File: src/rtl/gb_cpu_common_pkg.sv
// Shared CPU types: ALU flag register layout and ALU instruction payload.
package gb_cpu_common_pkg;

    typedef struct packed {
        logic z;
        logic n;
        logic h;
        logic c;
    } alu_flags_t;

    typedef enum logic [3:0] {
        ALU_NOP = 4'd0,
        ALU_ADD = 4'd1,
        ALU_ADC = 4'd2,
        ALU_SUB = 4'd3,
        ALU_SBC = 4'd4,
        ALU_AND = 4'd5,
        ALU_XOR = 4'd6,
        ALU_OR  = 4'd7,
        ALU_CP  = 4'd8
    } alu_op_t;

    typedef struct packed {
        alu_op_t    op;
        logic [7:0] a;
        logic [7:0] b;
    } alu_instruction_t;

endpackage

File: src/rtl/gb_cpu_alu16_seq.sv
// 16-bit arithmetic sequencer: runs ADD HL,rr / ADD SP,e8 / INC rr / DEC rr
// as a low-byte pass followed by a high-byte pass through the 8-bit ALU.
module gb_cpu_alu16_seq
    import gb_cpu_common_pkg::*;
(
    input  logic             clk,
    input  logic             rst_n,
    input  logic             start_i,
    input  logic [1:0]       op_i,
    input  logic [15:0]      operand_a_i,
    input  logic [15:0]      operand_b_i,
    input  alu_flags_t       flags_i,
    output logic             busy_o,
    output logic             done_o,
    output logic [15:0]      result_o,
    output alu_flags_t       flags_o,
    output alu_instruction_t alu_instr_o,
    output alu_flags_t       alu_flags_o,
    input  logic [7:0]       alu_out_i,
    input  alu_flags_t       alu_flags_i
);

    typedef enum logic [1:0] {
        S_IDLE = 2'd0,
        S_LOW  = 2'd1,
        S_HIGH = 2'd2,
        S_DONE = 2'd3
    } state_t;

    typedef enum logic [1:0] {
        OP_ADD16   = 2'd0,
        OP_ADDSPE8 = 2'd1,
        OP_INC16   = 2'd2,
        OP_DEC16   = 2'd3
    } op_t;

    state_t     state;
    state_t     state_next;
    op_t        op_q;
    logic [15:0] a_q;
    logic [15:0] b_q;
    alu_flags_t flags_q;
    logic [7:0] lo_byte;
    logic       lo_h;
    logic       lo_c;

    // Z and N from the ALU are never needed: Z is preserved or forced, N is fixed.
    logic unused_alu_flags;
    assign unused_alu_flags = alu_flags_i.z ^ alu_flags_i.n;

    // State register.
    always_ff @(posedge clk or negedge rst_n) begin
        if (!rst_n) begin
            state <= S_IDLE;
        end else begin
            state <= state_next;
        end
    end

    // Next-state logic: fixed four-cycle sequence once a start is accepted.
    always_comb begin
        state_next = state;
        case (state)
            S_IDLE: if (start_i) state_next = S_LOW;
            S_LOW:  state_next = S_HIGH;
            S_HIGH: state_next = S_DONE;
            S_DONE: state_next = S_IDLE;
            default: state_next = S_IDLE;
        endcase
    end

    // ALU drive: low byte uses a cleared carry, high byte chains the low-byte carry.
    always_comb begin
        alu_instr_o = '{op: ALU_NOP, a: 8'h00, b: 8'h00};
        alu_flags_o = flags_q;
        case (state)
            S_LOW: begin
                alu_instr_o.a = a_q[7:0];
                alu_flags_o   = '{z: flags_q.z, n: 1'b0, h: 1'b0, c: 1'b0};
                case (op_q)
                    OP_ADD16:   begin alu_instr_o.op = ALU_ADD; alu_instr_o.b = b_q[7:0]; end
                    OP_ADDSPE8: begin alu_instr_o.op = ALU_ADD; alu_instr_o.b = b_q[7:0]; end
                    OP_INC16:   begin alu_instr_o.op = ALU_ADD; alu_instr_o.b = 8'h01;    end
                    default:    begin alu_instr_o.op = ALU_SUB; alu_instr_o.b = 8'h01;    end
                endcase
            end
            S_HIGH: begin
                alu_instr_o.a = a_q[15:8];
                alu_flags_o   = '{z: flags_q.z, n: 1'b0, h: 1'b0, c: lo_c};
                case (op_q)
                    OP_ADD16:   begin alu_instr_o.op = ALU_ADC; alu_instr_o.b = b_q[15:8];     end
                    OP_ADDSPE8: begin alu_instr_o.op = ALU_ADC; alu_instr_o.b = {8{b_q[7]}};   end
                    OP_INC16:   begin alu_instr_o.op = ALU_ADC; alu_instr_o.b = 8'h00;         end
                    default:    begin alu_instr_o.op = ALU_SBC; alu_instr_o.b = 8'h00;         end
                endcase
            end
            default: ;
        endcase
    end

    // Operand capture, per-byte ALU results and registered outputs.
    always_ff @(posedge clk or negedge rst_n) begin
        if (!rst_n) begin
            op_q     <= OP_ADD16;
            a_q      <= 16'h0000;
            b_q      <= 16'h0000;
            flags_q  <= '0;
            lo_byte  <= 8'h00;
            lo_h     <= 1'b0;
            lo_c     <= 1'b0;
            result_o <= 16'h0000;
            flags_o  <= '0;
            busy_o   <= 1'b0;
            done_o   <= 1'b0;
        end else begin
            busy_o <= (state_next != S_IDLE);
            done_o <= (state_next == S_DONE);
            case (state)
                S_IDLE: begin
                    if (start_i) begin
                        op_q    <= op_t'(op_i);
                        a_q     <= operand_a_i;
                        b_q     <= operand_b_i;
                        flags_q <= flags_i;
                    end
                end
                S_LOW: begin
                    lo_byte <= alu_out_i;
                    lo_h    <= alu_flags_i.h;
                    lo_c    <= alu_flags_i.c;
                end
                S_HIGH: begin
                    // High byte goes straight into the result so it is valid during DONE.
                    result_o <= {alu_out_i, lo_byte};
                    case (op_q)
                        OP_ADD16:   flags_o <= '{z: flags_q.z, n: 1'b0, h: alu_flags_i.h, c: alu_flags_i.c};
                        OP_ADDSPE8: flags_o <= '{z: 1'b0, n: 1'b0, h: lo_h, c: lo_c};
                        default:    flags_o <= flags_q;
                    endcase
                end
                default: ;
            endcase
        end
    end

endmodule

File: config.mk
export PLATFORM = sky130hd
export DESIGN_NAME = gb_cpu_alu16_seq
export DESIGN_NICKNAME = d
export VERILOG_FILES = /design/src/rtl/gb_cpu_common_pkg.sv /design/src/rtl/gb_cpu_alu16_seq.sv
export SDC_FILE = /design/constraint.sdc
export NUM_CORES = 1
export LEC_CHECK = 0
export BUFFER_PORTS_ARGS = -buffer_cell sky130_fd_sc_hd__buf_4
export CAP_MARGIN = 0
export CORE_MARGIN = 4
export CORE_UTILIZATION = 35
export CTS_BUF_LIST = sky130_fd_sc_hd__clkbuf_4
export DETAILED_ROUTE_END_ITERATION = 12
export SYNTH_ARGS = -nofsm -noshare
export SYNTH_HDL_FRONTEND = slang
export SYNTH_SLANG_ARGS = --single-unit
File: constraint.sdc
create_clock -name clk -period 1.5 [get_ports clk]
set_input_delay 0.075 -clock clk [delete_from_list [all_inputs] [get_ports clk]]
set_output_delay 0.075 -clock clk [all_outputs]
set_load 0.005 [all_outputs]
==> results of run 1 <==
==> synthesized netlist by cell type (all sizes together) <==
cell type  number
nor2            4
nand3           2
a21boi          1
a22o            1
nand2           9
clkbuf          2
a211oi          2
or2             1
dfrtp          72
and3            1
ha              3
and3b           2
o21ai          11
a22oi           8
and2b           2
buf            15
mux2           67
o22ai           2
conb            1
a21oi           8
nor2b          10
o211ai          1
inv             7
==> how the worst max path moves through the flow <==
stage,from,end,slack (ps)
after detailed placement,state[1],lo_h,20
after global placement,state[1],lo_byte[3],50
after CTS,state[1],alu_instr_o[6],-320
after floorplan,state[0],result_o[10],70
after global routing,state[0],alu_instr_o[6],-400
final,state[1],alu_instr_o[7],-310
==> routing by layer <==
layer | track usage, % | routed length [um] | vias up
li1 | - | - | 1117
met1 | 18.2 | 3210 | 1175
met2 | 24.5 | 3700 | 65
met3 | 5.12 | 486 | 9
met4 | 4.84 | 58 | 0
met5 | 0 | 0 | -
==> flip-flops by register name (all words and copies together), names as in the netlist <==
register	count
flags_q	4
lo_c	1
done_o	1
flags_o	4
state	2
lo_byte	8
b_q	16
result_o	16
a_q	16
op_q	2
busy_o	1
lo_h	1
==> layout make-up <==
cell class	count	area (um^2)
timing repair buffer	161	1420
tap	108	135
fill	743	3920
clock inverter	7	62.6
inverter	7	26.3
clock buffer	9	67.6
sequential	72	1800
multi-input combinational	136	1280
==> per-stage QoR <==
stage          util [%]  TNS (ps)  cells  total power [uW]
2_1_floorplan         -         0    232              5930
3_5_place_dp       45.8         0    430              7780
3_3_place_gp       45.8         0    430              7710
6_report           55.0     -4910    500              9510
5_1_grt            55.0     -7020    500             10200
4_1_cts            54.7     -5490    499              9560
==> worst reg2reg max path, cell delays in order (launching register included) <==
cell and delay, ps:
dfrtp_1 430, inv_2 110, ha_4 190, buf_12 140, buf_6 140, mux2_2 330
==> logic make-up (layout without fill, tap and decap cells) <==
kind of cell	count (synthesis)	after routing	share of synthesized area, %
flip-flops	72	72	57.7
multiplexers	67	67	24.3
AO/OA/AOI/OAI	34	34	6.61
AND/OR/NAND/NOR	31	31	5.45
buffers and inverters	24	184	4.65
adder cells (fa/ha/maj)	3	3	1.20
other	1	1	0.120
==> timing repair <==
action                                 in CTS  in global routing
setup buffers                               3                  1
pin swaps                                   7                  3
setup endpoints to repair                  22                 30
endpoints found under the hold margin     114                  0
resized for setup                          34                  6
hold buffers                               50                  0
==> where the power goes <==
| group | switching, uW | internal (uW) | total, uW |
|---|---|---|---|
| clock | 690 | 492 | 1180 |
| sequential | 597 | 2940 | 3540 |
| combinational | 1850 | 2940 | 4790 |
==> run summary, run 1 <==
The global-route total usage across every layer came out at 14.8%. The number of top-level pins is 99. The synthesized area per cell came out at 13.5 um^2. The final number of max-transition violations is 0. The worst path required time came out at 1420 ps.

The number of nets produced by synthesis is 288. Setup repair after global routing could not meet its margin everywhere. The H-tree level count is 3.

At the later pin of the worst-skew pair, clock insertion delay measures 400 ps. After detailed routing, the number of remaining DRC violations is 0. The core outline area is 0.00872 mm^2. Routability-driven placement finished with a final weighted congestion of 0.739. The total cell area at the placement stage came out at 0.00400 mm^2. The deepest clock path buffer count is 2. The number of warnings reported in the yosys synthesis log came out at 0.

dfrtp_1 takes more of the synthesized area than any other cell. The number of global-route vias before repair came out at 2474. In the layout the commonest cells are buf_4, dfrtp_1, mux2_2, dlygate4sd3_1, clkbuf_4. The class of the most critical setup path is reg2out. The signed area change from the synthesized netlist to the final layout came out at 53.6%. The stage delay of the slowest cell on the critical path came out at 430 ps. The fraction of final layout cells with drive strength greater than 1 is 54.8%.

The portion of the clock cycle consumed by the worst path in the final layout came out at 121%. The global-route congestion overflow total came out at 0. The clock-pin slew of the registers on the worst-case setup and hold paths came out at 130 ps. STA puts the critical path data arrival time at 1740 ps. For the finished layout, the period the worst path requires is 1810 ps. The area of the die is 0.0105 mm^2.

The worst ir drop on vdd came out at 0.00114 V. The iteration-0 DRC count of the detailed router is 58. The slowest stage of the critical path is the dfrtp_1 cell. The post-detailed-placement half-perimeter wirelength is 4930 um. The worst setup slack after layout came out at -312 ps. The startpoint type of the worst setup path is a flop. TritonCTS built the clock tree. In this run, distinct cell masters in the synthesized netlist total 30. The critical path contains buffers and inverters numbering 3 combined. The most common library cell in the layout ignoring fill and taps is buf_4. Timing analysis after detailed placement gives a worst setup slack of 21.6 ps. The critical path goes through buf_6 > ha_4 > buf_4 > a22o_1 > and3_4 > buf_6. The start of the worst register-to-register path is state[1].

The kind of cell with the highest combined delay along the critical path is flip-flops. The overall via count from detail_route came out at 2366. The power density over the cells came out at 1980 mW/mm^2. The post-detailed-route via-to-cell ratio is 4.73. The largest net degree at the start of global routing came out at 41. The total clock buffers created by CTS came out at 9. The finished cells cover 0.00480 mm^2. The remaining number of nets flagged by the antenna check after routing is 0. The tightest min-delay check is of the in2async type. In this run the vertical extent of the chip is 102 um. The path depth of the worst reg2reg path is 5. After detailed routing, the average wire length per cell comes to 14.9 um. By area the synthesized netlist is led by dfrtp_1, mux2_2, nor2b_1. The endpoint identified for the worst register-to-register timing path is lo_c. In this run the clock root is driven by a clkbuf_4. The total setup violations reported at the end of the flow is 21.

The tree built by TritonCTS fans out to 72 sinks. The flow ran to the end, but the final reports show violations. The total wire length after detailed routing is 7450 um. STA classifies the critical path endpoint as a primary output. The initial utilization of the core area, before any placement, comes to 35.8%.

The sequential element share of the synthesized area came out at 57.7%. The total of flip-flops plus latches after synthesis came out at 72. The die span in x is 102 um. The maximum fanout encountered on the critical timing path is 4. The mapped netlist covers 0.00312 mm^2. The worst hold-check slack came out at 134 ps. The number of gates on the worst path with buffers counted came out at 6. The net count of the finished layout is 443. The top achievable clock speed is 552 MHz.

The first TritonRoute pass finished after 4 iterations. The clock arrives with 12.6 ps of skew. Buffers placed on the I/O ports in this run total 95. The number of hold violations in the final report is 0. The count of maximum capacitance violations is 0. Counting stages on the worst path, the most repeated cell is buf_6. The final reports fail on negative setup slack. The synthesized instance count came out at 232. The leakage power came out at 0.00216 uW.

The row count is 34. The wire length of the first global-routing pass is 12100 um. Summed over its instances, the top area cell type makes up 57.7% of the synthesized netlist area. The setup slack of the most critical reg-to-reg path is 60 ps. The number of antenna violations at the first check in global routing came out at 0. The number of antenna cells inserted is 0.
No activity file was read; power rests on OpenSTA's default activity.
==> run 2, diff against run 1 <==
--- a/config.mk
+++ b/config.mk
@@ -8,9 +8,10 @@
 export BUFFER_PORTS_ARGS = -buffer_cell sky130_fd_sc_hd__buf_4
 export CAP_MARGIN = 0
 export CORE_MARGIN = 4
-export CORE_UTILIZATION = 35
+export CORE_UTILIZATION = 50
 export CTS_BUF_LIST = sky130_fd_sc_hd__clkbuf_4
 export DETAILED_ROUTE_END_ITERATION = 12
+export PLACE_DENSITY = 0.79
 export SYNTH_ARGS = -nofsm -noshare
 export SYNTH_HDL_FRONTEND = slang
 export SYNTH_SLANG_ARGS = --single-unit
==> constraint.sdc (replaced) <==
create_clock -name clk -period 2.27 [get_ports clk]
set_input_delay 0.1135 -clock clk [delete_from_list [all_inputs] [get_ports clk]]
set_output_delay 0.1135 -clock clk [all_outputs]
set_load 0.005 [all_outputs]
==> run 2 against run 1 <==
The run now ends clean. Combinational power shrank 43%. Design area shrank 6.5%. Largest power group unchanged. Clock power shrank 38%. Setup slack gained 510 ps. Count of clock-buffer cells in the layout is the same. Flip-flop and latch count is the same. Critical path type unchanged. Sequential share of layout area grew 2.6 points. Sequential power shrank 34%. Power shrank 39%. Critical endpoint is now alu_instr_o[3]. Cell count shrank 9.2%. Largest cell class unchanged.
==> run summary, run 2 (synthesized netlist as in run 1, its figures left out) <==
The run finished with clean final reports. The largest individual stage delay along the critical path comes from the cell ha_1. The most critical setup path has its startpoint at state[0].

The die span in x came out at 87.0 um. The final critical path takes up 91.3% of the cycle. The number of antenna violations at the first check in global routing is 0. Clock tree synthesis selected as its root buffer the cell clkbuf_4. Setup slack on the worst reg-to-reg path comes out at 570 ps. The core occupancy in the finished layout is 74.9%.

Clock-pin slew was measured on the worst setup and hold paths at 100 ps. The number of fillers in the final layout is 412. The largest net degree at the start of global routing came out at 73. The initial core utilization came out at 52.1%.

For this run, the top clock speed supported by timing is 483 MHz. The number of setup buffers added after CTS is 0. Adding up every negative setup slack in the final design gives 0 ps. The H-tree level count is 3.

The overall via count from detail_route is 2308. The final number of max-transition violations came to 0. For the worst setup path, the data required time is 2160 ps.

The overall power came out at 5790 uW. VDD sags by at most 0.000753 V. The library cells used most frequently in the layout, excluding fill and tap cells, are buf_4, dfrtp_1, mux2_2, dlygate4sd3_1, o21ai_0. The destination of the worst register-to-register timing path is a_q[6]. The number of hold violations in the final report is 0. Of the cells placed in the final design, the portion with a size suffix greater than 1 is 48.7%. The area of the die is 0.00757 mm^2. For this design the top-level I/O count stands at 99. The TritonCTS clock tree is done.

The number of gates on the worst path with buffers counted came out at 6. The total setup violations reported at the end of the flow came out at 0. The number of global-route vias before repair came out at 2476. The largest registers in the layout are a_q: 16 flops, b_q: 16 flops, result_o: 16 flops. The post-detailed-placement half-perimeter wirelength is 4520 um.

The net count of the finished layout is 430. Dividing total power by cell area gives a power density of 1290 mW/mm^2. The actual slew at the worst max-slew pin is 876 ps.

The minimum clock period came out at 2070 ps. After floorplanning, the core was sized to cover 0.00599 mm^2. The residual DRC count came out at 0. The most common library cell in the layout ignoring fill and taps is buf_4. At the worst endpoint, the arrival time is 1960 ps. The tightest min-delay check is of the in2reg type. The count of TritonRoute iterations in the first routing pass came out at 4. The floorplan has 28 rows. The routability congestion estimate from global placement came out at 0.734. The global-route total usage across every layer came out at 20.8%. The total clock buffers created by CTS is 9. The start of the worst register-to-register path is state[0]. The quantity of I/O buffers inserted on ports came out at 95. The post-detailed-route via-to-cell ratio came out at 5.08.

The path depth of the worst reg2reg path is 5. The leakage power is 0.00207 uW. From bottom edge to top edge, the die measures 87.0 um.

After the first detailed-routing iteration, the DRC count stood at 61. The remaining number of nets flagged by the antenna check after routing is 0. The global-route congestion overflow total came out at 0. The worst setup path is of the reg2out kind. STA classifies the critical path endpoint as a primary output. The storage element area came out at 0.00180 mm^2. The normalized max-slew margin came out at 41.6%. The worst clock skew is 12.0 ps. In this design, the stage delay of the slowest critical-path cell is 410 ps. STA classifies the critical path startpoint as a flop. The area of the multi-input gates is 0.00118 mm^2. The signal on the critical path passes through inv_1 > ha_1 > and3b_1 > nand2_1 > o21ai_0 > buf_4. In the final routed layout, each cell accounts on average for 16.1 um. The wire length of the first global-routing pass came out at 11900 um. The capture point of the worst path is alu_instr_o[3].

Compared with the post-synthesis result, the final layout area differs by 43.6%. Grouping stages by cell kind, the critical path spends the most delay in simple AND/OR/NAND/NOR gates. The tool flagged a number of max-cap violations equal to 0. The later pin in the worst-skew pair is clocked with a latency of 400 ps. In this run the worst path has a maximum fanout of 6. Setup repair after global routing left no endpoint under its margin. The number of clock sinks came out at 72. The deepest clock path buffer count is 2. The total wire length after detailed routing came out at 7310 um.

The buffers plus inverters on the worst setup path came out at 2.
## run 2: cell types whose count changed in the layout (fill, tap and decap cells not counted), sizes merged
cell and change:
buf -12, clkinvlp -1, diode +1, dlygate4sd3 -1
## run 2: area by class of cell
| type | count | share of cell area (%) |
|---|---|---|
| antenna | 1 | 0.0558 |
| clock buffer | 9 | 1.51 |
| clock inverter | 6 | 1.14 |
| inverter | 7 | 0.586 |
| multi-input combinational | 136 | 26.4 |
| sequential | 72 | 40.2 |
| tap | 75 | 2.09 |
| timing repair buffer | 148 | 28.1 |
## run 2: tightest hold or removal path: stages
cell     delay, ps
buf_4          120
nor2_1          90
a21oi_1         80
## run 2: how the worst min path moves through the flow
stage / start / endpoint / slack (ps) / cells after the start
after CTS: start_i / state[0] / 20 / 3
after detailed placement: rst_n / b_q[1] / 300 / 1
after global placement: rst_n / b_q[2] / 300 / 1
after floorplan: rst_n / a_q[0] / -180 / 0
after global routing: start_i / state[0] / 30 / 3
final: start_i / state[0] / 50 / 3
## run 2: routing by layer
metal  routed length, um  track usage, %  vias to the layer above
met5                   0               0                        -
li1                    -               -                     1090
met4                 158            10.2                        0
met2                3840            35.7                       64
met1                2860            24.0                     1140
met3                 449            5.39                       14
## run 2: timing repair
action                                  4_1_cts  5_1_grt
endpoints found under the setup margin        0        7
endpoints found under the hold margin       128        0
gates resized for setup                       0        1
hold buffers                                 49        0
## run 2: power by group
group          internal (uW)  switching, uW  total (uW)
clock                    316            413         729
combinational           1630           1100        2730
sequential              1940            385        2330
total                   3890           1900        5790
## run 2: through the flow
step                      hold WS (ps)  area [um^2]  cells  setup slack, ps
after CTS                         17.3         4480    453             46.8
after floorplan                   -182         3120    232              841
final                             54.5         4490    454              198
after global placement             298         3870    389              569
after detailed placement           296         3870    389              494
after global routing              25.3         4480    453             16.8
